<file path="config.mk">
export PLATFORM = sky130hd
export DESIGN_NAME = dmem_arbiter
export DESIGN_NICKNAME = d
export VERILOG_FILES = /design/src/rtl/dmem_arbiter.sv
export SDC_FILE = /design/constraint.sdc
export NUM_CORES = 1
export LEC_CHECK = 0
export CAP_MARGIN = 5
export CORE_AREA = 2 2 118 120
export DETAILED_ROUTE_END_ITERATION = 10
export DIE_AREA = 0 0 120 122
export PLACE_DENSITY_LB_ADDON = 0.15
export SLEW_MARGIN = 20
export SYNTH_ARGS = -nofsm -noshare
export SYNTH_HDL_FRONTEND = slang
export SYNTH_SLANG_ARGS = --single-unit
</file>
<file path="constraint.sdc">
create_clock -name clk -period 2.5 [get_ports clk]
set_clock_uncertainty 0.15 [all_clocks]
set_input_delay 0.625 -clock clk [delete_from_list [all_inputs] [get_ports clk]]
set_output_delay 0.625 -clock clk [all_outputs]
set_load 0.005 [all_outputs]
</file>
<file path="src/rtl/dmem_arbiter.sv">
// rtl/dmem_arbiter.sv - data-memory port arbiter between CPU MEM stage and DMA/loader port
// Optional DMA starvation guard is compiled in when DMEM_ARB_STARVE_EN is defined.
module dmem_arbiter #(
   parameter int ADDR_W       = 32,
   parameter int DATA_W       = 32,
   parameter int BURST_MAX    = 8,
   parameter int STARVE_LIMIT = 4
) (
   input  logic              clk,
   input  logic              rst_n,
   input  logic              cpu_read,
   input  logic              cpu_write,
   input  logic [ADDR_W-1:0] cpu_addr,
   input  logic [DATA_W-1:0] cpu_wdata,
   output logic [DATA_W-1:0] cpu_rdata,
   output logic              cpu_stall,
   input  logic              dma_valid,
   input  logic              dma_we,
   input  logic [ADDR_W-1:0] dma_addr,
   input  logic [DATA_W-1:0] dma_wdata,
   input  logic              dma_last,
   output logic              dma_ready,
   output logic [DATA_W-1:0] dma_rdata,
   output logic              dma_rvalid,
   output logic              mem_read,
   output logic              mem_write,
   output logic [ADDR_W-1:0] mem_addr,
   output logic [DATA_W-1:0] mem_wdata,
   input  logic [DATA_W-1:0] mem_rdata,
   output logic [1:0]        owner
);

   localparam int CNT_W = $clog2(BURST_MAX + 1);

   typedef enum logic {
      IDLE      = 1'b0,
      DMA_BURST = 1'b1
   } state_e;

   state_e            state_q, state_d;
   logic [CNT_W-1:0]  beat_cnt_q, beat_cnt_d;
   logic [DATA_W-1:0] dma_rdata_q, dma_rdata_d;
   logic              dma_rvalid_q, dma_rvalid_d;

   logic             cpu_req;
   logic             starve_hit;
   logic             grant_dma;
   logic             grant_cpu;
   logic             accept;
   logic             burst_start;
   logic [CNT_W-1:0] cnt_inc;
   logic             cnt_full;

   assign cpu_req  = cpu_read | cpu_write;
   assign cnt_inc  = beat_cnt_q + CNT_W'(1);
   assign cnt_full = (cnt_inc == CNT_W'(BURST_MAX));

   // Grants are masked while reset is held so every output reads as idle.
   assign grant_dma   = rst_n & ((state_q == DMA_BURST) | starve_hit | (~cpu_req & dma_valid));
   assign grant_cpu   = rst_n & ~grant_dma & cpu_req;
   assign accept      = dma_valid & grant_dma;
   assign burst_start = (state_q == IDLE) & accept & ~dma_last & ~cnt_full;

`ifdef DMEM_ARB_STARVE_EN
   localparam int SC_W = $clog2(STARVE_LIMIT + 1);

   logic [SC_W-1:0] starve_cnt_q, starve_cnt_d;

   assign starve_hit = (starve_cnt_q == SC_W'(STARVE_LIMIT));

   always_comb begin
      starve_cnt_d = starve_cnt_q;
      if (grant_dma) begin
         starve_cnt_d = '0;
      end else if (grant_cpu && dma_valid && !starve_hit) begin
         starve_cnt_d = starve_cnt_q + SC_W'(1);
      end
   end

   always_ff @(posedge clk or negedge rst_n) begin
      if (!rst_n) begin
         starve_cnt_q <= '0;
      end else begin
         starve_cnt_q <= starve_cnt_d;
      end
   end
`else
   assign starve_hit = 1'b0;
`endif

   always_comb begin
      mem_read  = 1'b0;
      mem_write = 1'b0;
      mem_addr  = '0;
      mem_wdata = '0;
      cpu_rdata = '0;
      cpu_stall = 1'b0;
      dma_ready = 1'b0;
      owner     = 2'b00;
      if (grant_dma) begin
         mem_read  = dma_valid & ~dma_we;
         mem_write = dma_valid & dma_we;
         mem_addr  = dma_addr;
         mem_wdata = dma_wdata;
         dma_ready = 1'b1;
         cpu_stall = cpu_req;
         owner     = ((state_q == DMA_BURST) || burst_start) ? 2'b10 : 2'b11;
      end else if (grant_cpu) begin
         mem_read  = cpu_read & ~cpu_write;
         mem_write = cpu_write;
         mem_addr  = cpu_addr;
         mem_wdata = cpu_wdata;
         cpu_rdata = mem_rdata;
         owner     = 2'b01;
      end
   end

   always_comb begin
      state_d      = state_q;
      beat_cnt_d   = beat_cnt_q;
      dma_rvalid_d = accept & ~dma_we;
      dma_rdata_d  = dma_rvalid_d ? mem_rdata : dma_rdata_q;
      if (accept) begin
         if (state_q == IDLE) begin
            if (burst_start) begin
               state_d    = DMA_BURST;
               beat_cnt_d = cnt_inc;
            end
         end else if (dma_last || cnt_full) begin
            state_d    = IDLE;
            beat_cnt_d = '0;
         end else begin
            beat_cnt_d = cnt_inc;
         end
      end
   end

   always_ff @(posedge clk or negedge rst_n) begin
      if (!rst_n) begin
         state_q      <= IDLE;
         beat_cnt_q   <= '0;
         dma_rdata_q  <= '0;
         dma_rvalid_q <= 1'b0;
      end else begin
         state_q      <= state_d;
         beat_cnt_q   <= beat_cnt_d;
         dma_rdata_q  <= dma_rdata_d;
         dma_rvalid_q <= dma_rvalid_d;
      end
   end

   assign dma_rdata  = dma_rdata_q;
   assign dma_rvalid = dma_rvalid_q;

endmodule

</file>
==> flow_metrics.py <==
metrics = {
    "synth": {
        "ys_ff_latch": 38,
        "synth_top_area_share": 0.386,
        "muxShareOfSynthArea": 0.151,
        "syn_area_um2": 2470,
        "syn_inst": 226,
        "synth-compound-area-share": 0.279,
        "synth_fa_ha_area_frac": 0.00507,
        "yosys.area.top_type": "dfrtp_1",
        "synth_area_leaders": "dfrtp_1, a22o_1, mux2_2",
        "syn_nets": 394,
        "yosys_warnings": 0,
        "yosys.area_share.simple": 0.119,
        "synth.distinct_cells": 34,
        "synth_top_family_by_area": "compound AO/OA/AOI/OAI gates",
        "ys_seq_area_frac": 0.386,
        "synth_xor_area_frac": 0.00355,
        "synth.avg_cell_area_um2": 10.9,
    },
    "run": {
        "drv_cap": 0,
    },
    "sta": {
        "fin_ws_ns": -0.333,
        "slew_viol_final": 0,
        "hold_violations": 0,
        "slew_headroom": 0.668,
        "setup_tns_ns": -17.46,
        "fin_crit_ns": 2.83,
        "setup_viol": 85,
        "rsz0062_at_grt": "true",
        "tightest_slew_ns": 0.498,
        "final.period_utilization": 1.13,
        "fmax_ghz": 0.353,
    },
    "grt": {
        "antenna_found_initial": 1,
        "grt_overflow": 0,
        "grt_max_degree": 40,
        "track_usage": 0.192,
        "grt_pass1_wl_mm": 21.5,
        "grt_pass1_vias": 3600,
    },
    "worst_hold_path": {
        "hold_depth": 1,
        "hold_class": "register to register",
        "worstHoldStart": "dma_rdata[13]$_DFFE_PN0P_",
    },
    "pwr": {
        "p_per_area_nw_per_um2": 770,
        "ir_drop_v": 0.000364,
        "leakage_nw": 2.87,
    },
    "critical_path": {
        "timing.rr.start": "state_q$_DFFE_PN0N_",
        "reg2reg_to": "dma_rdata[2]$_DFFE_PN0P_",
        "startpoint_type": "input pin",
        "crit_fanout": 5,
        "cp-endpoint": "mem_addr[21]",
        "critical_path_arrival_ns": 2.06,
        "startpoint": "cpu_read",
        "worstSetupPathType": "input pin to output pin",
        "ff2ff_path_depth": 6,
        "reg2reg_slack_ns": 0.61,
        "endpoint_kind": "output pin",
        "required_ns": 1.73,
    },
    "routing": {
        "via_per_inst": 4.37,
        "dr.pass1.iters": 4,
        "routedWlPerCell_um": 19.0,
        "wl_mm": 14.6,
        "drc": 0,
        "drt_iter0_drc": 94,
        "final_antenna_net_count": 0,
        "vias": 3354,
    },
    "floorplan": {
        "start_util": 0.183,
        "die_x_um": 120,
        "die_area_um2": 14600,
        "coreArea_um2": 13500,
        "die_h_um": 122,
        "rows": 43,
        "io_pins": 302,
    },
    "clock_network": {
        "cts_hold_buffers": 0,
        "clk_pin_slew_ns": 0.06,
        "cts_sinks": 38,
        "cts_tree": "done",
        "clk_path_buf_depth": 2,
        "cts_buffers": 5,
        "clk_latency_ns": 0.27,
        "cts.htree.levels": 2,
        "cts-root-buf": "clkbuf_16",
    },
    "placement": {
        "gp_congestion": 0.852,
        "numPortBuffers": 301,
        "hpwl_mm": 10.3,
        "placed_cells_incl_taps": 714,
        "pre_cts_slack_ns": -1.03,
    },
    "cells_and_area": {
        "nNetsFinal": 753,
        "final_cell_mix": "clkdlybuf4s50_1, buf_2, a22o_1",
        "final_cell_count_no_fill": 767,
        "drive_gt1_frac": 0.381,
        "area_delta_synth_final_pct": 154,
        "layout_commonest_cell": "clkdlybuf4s50_1",
        "post-route-util": 0.463,
    },
    "outcome": {
        "violations": "setup timing",
        "status": "finished, violations left",
    },
}
==> how the worst min path moves through the flow <==
stage | slack (ns) | to
after floorplan | 0.18 | beat_cnt_q[0]$_DFFE_PN0P_
after global placement | 0.34 | dma_rdata[17]$_DFFE_PN0P_
after detailed placement | 0.34 | dma_rdata[24]$_DFFE_PN0P_
after CTS | 0.36 | dma_rdata[24]$_DFFE_PN0P_
after global routing | 0.37 | dma_rdata[30]$_DFFE_PN0P_
final | 0.36 | dma_rdata[13]$_DFFE_PN0P_
==> state kept, by name (all words and copies together) (netlist names) <==
signal / cells
beat_cnt_q: 4
state_q: 1
dma_rvalid: 1
dma_rdata: 32
==> kinds of logic after synthesis <==
logic type	after synthesis
AO/OA/AOI/OAI	81
multiplexers	33
buffers and inverters	25
AND/OR/NAND/NOR	47
adder cells (fa/ha/maj)	1
XOR/XNOR	1
flip-flops	38
==> cell usage after synthesis (all sizes together) <==
cell type,number
nor2,3
inv,4
dfrtp,38
mux2,33
o21bai,1
a32oi,1
a31o,1
o21a,2
or2,1
a211o,1
and3,1
a22o,66
nor2b,1
xnor2,1
buf,13
a311oi,1
o311ai,1
or3b,1
nand2b,2
a31oi,2
and2,32
nand2,3
nand3,3
a21oi,2
clkbuf,8
ha,1
o21ai,2
a21o,1
==> metrics by stage <==
| step | hold WS (ns) | power [mW] | cell area [um^2] |
|---|---|---|---|
| final | 0.355 | 4.82 | 6260 |
| after global routing | 0.370 | 5.12 | 6260 |
| after CTS | 0.357 | 5.03 | 6490 |
| after detailed placement | 0.345 | 3.88 | 5860 |
| after global placement | 0.340 | 3.85 | 5860 |
| after floorplan | 0.179 | 2.03 | 2470 |
==> per-layer routing <==
| metal | vias up | GRT usage | share of wire | wire [um] |
|---|---|---|---|---|
| met2 | 165 | 0.362 | 0.52 | 7630 |
| met4 | 0 | 0.0537 | 0.022 | 320 |
| li1 | 1582 | - | - | - |
| met5 | - | 0 | 0 | 0 |
| met3 | 17 | 0.0543 | 0.089 | 1300 |
| met1 | 1590 | 0.210 | 0.37 | 5340 |
==> final cells by class <==
cell class / instances / area, um^2
fillers: 1313 / 7250
repair buffers: 373 / 3480
multi-input cells: 163 / 1430
flip-flops and latches: 38 / 951
well taps: 180 / 225
clock buffers: 6 / 139
inverters: 4 / 15.0
clock inverters: 2 / 12.5
diodes: 1 / 2.50
==> where the power goes <==
part	internal [mW]	leakage, nW	switching (mW)
registers	0.914	0.450	0.156
clock network	0.395	0.0729	0.244
logic	2.01	2.35	1.10
total	3.32	2.87	1.50
==> worst max-delay path, cell delays in order <==
cell     delay (ns)
buf_6          0.09
or3b_4         0.40
a21oi_4        0.20
buf_6          0.14
buf_6          0.12
buf_12         0.11
buf_16         0.11
a22o_1         0.13
buf_2          0.13
==> repair_timing <==
item | CTS | global route
gates resized for setup | 404 | 37
cloned | 11 | 0
pin swaps | 63 | 21
setup buffers | 38 | 9
setup endpoints to repair | 134 | 102
Power figures use the tool's default switching activity.
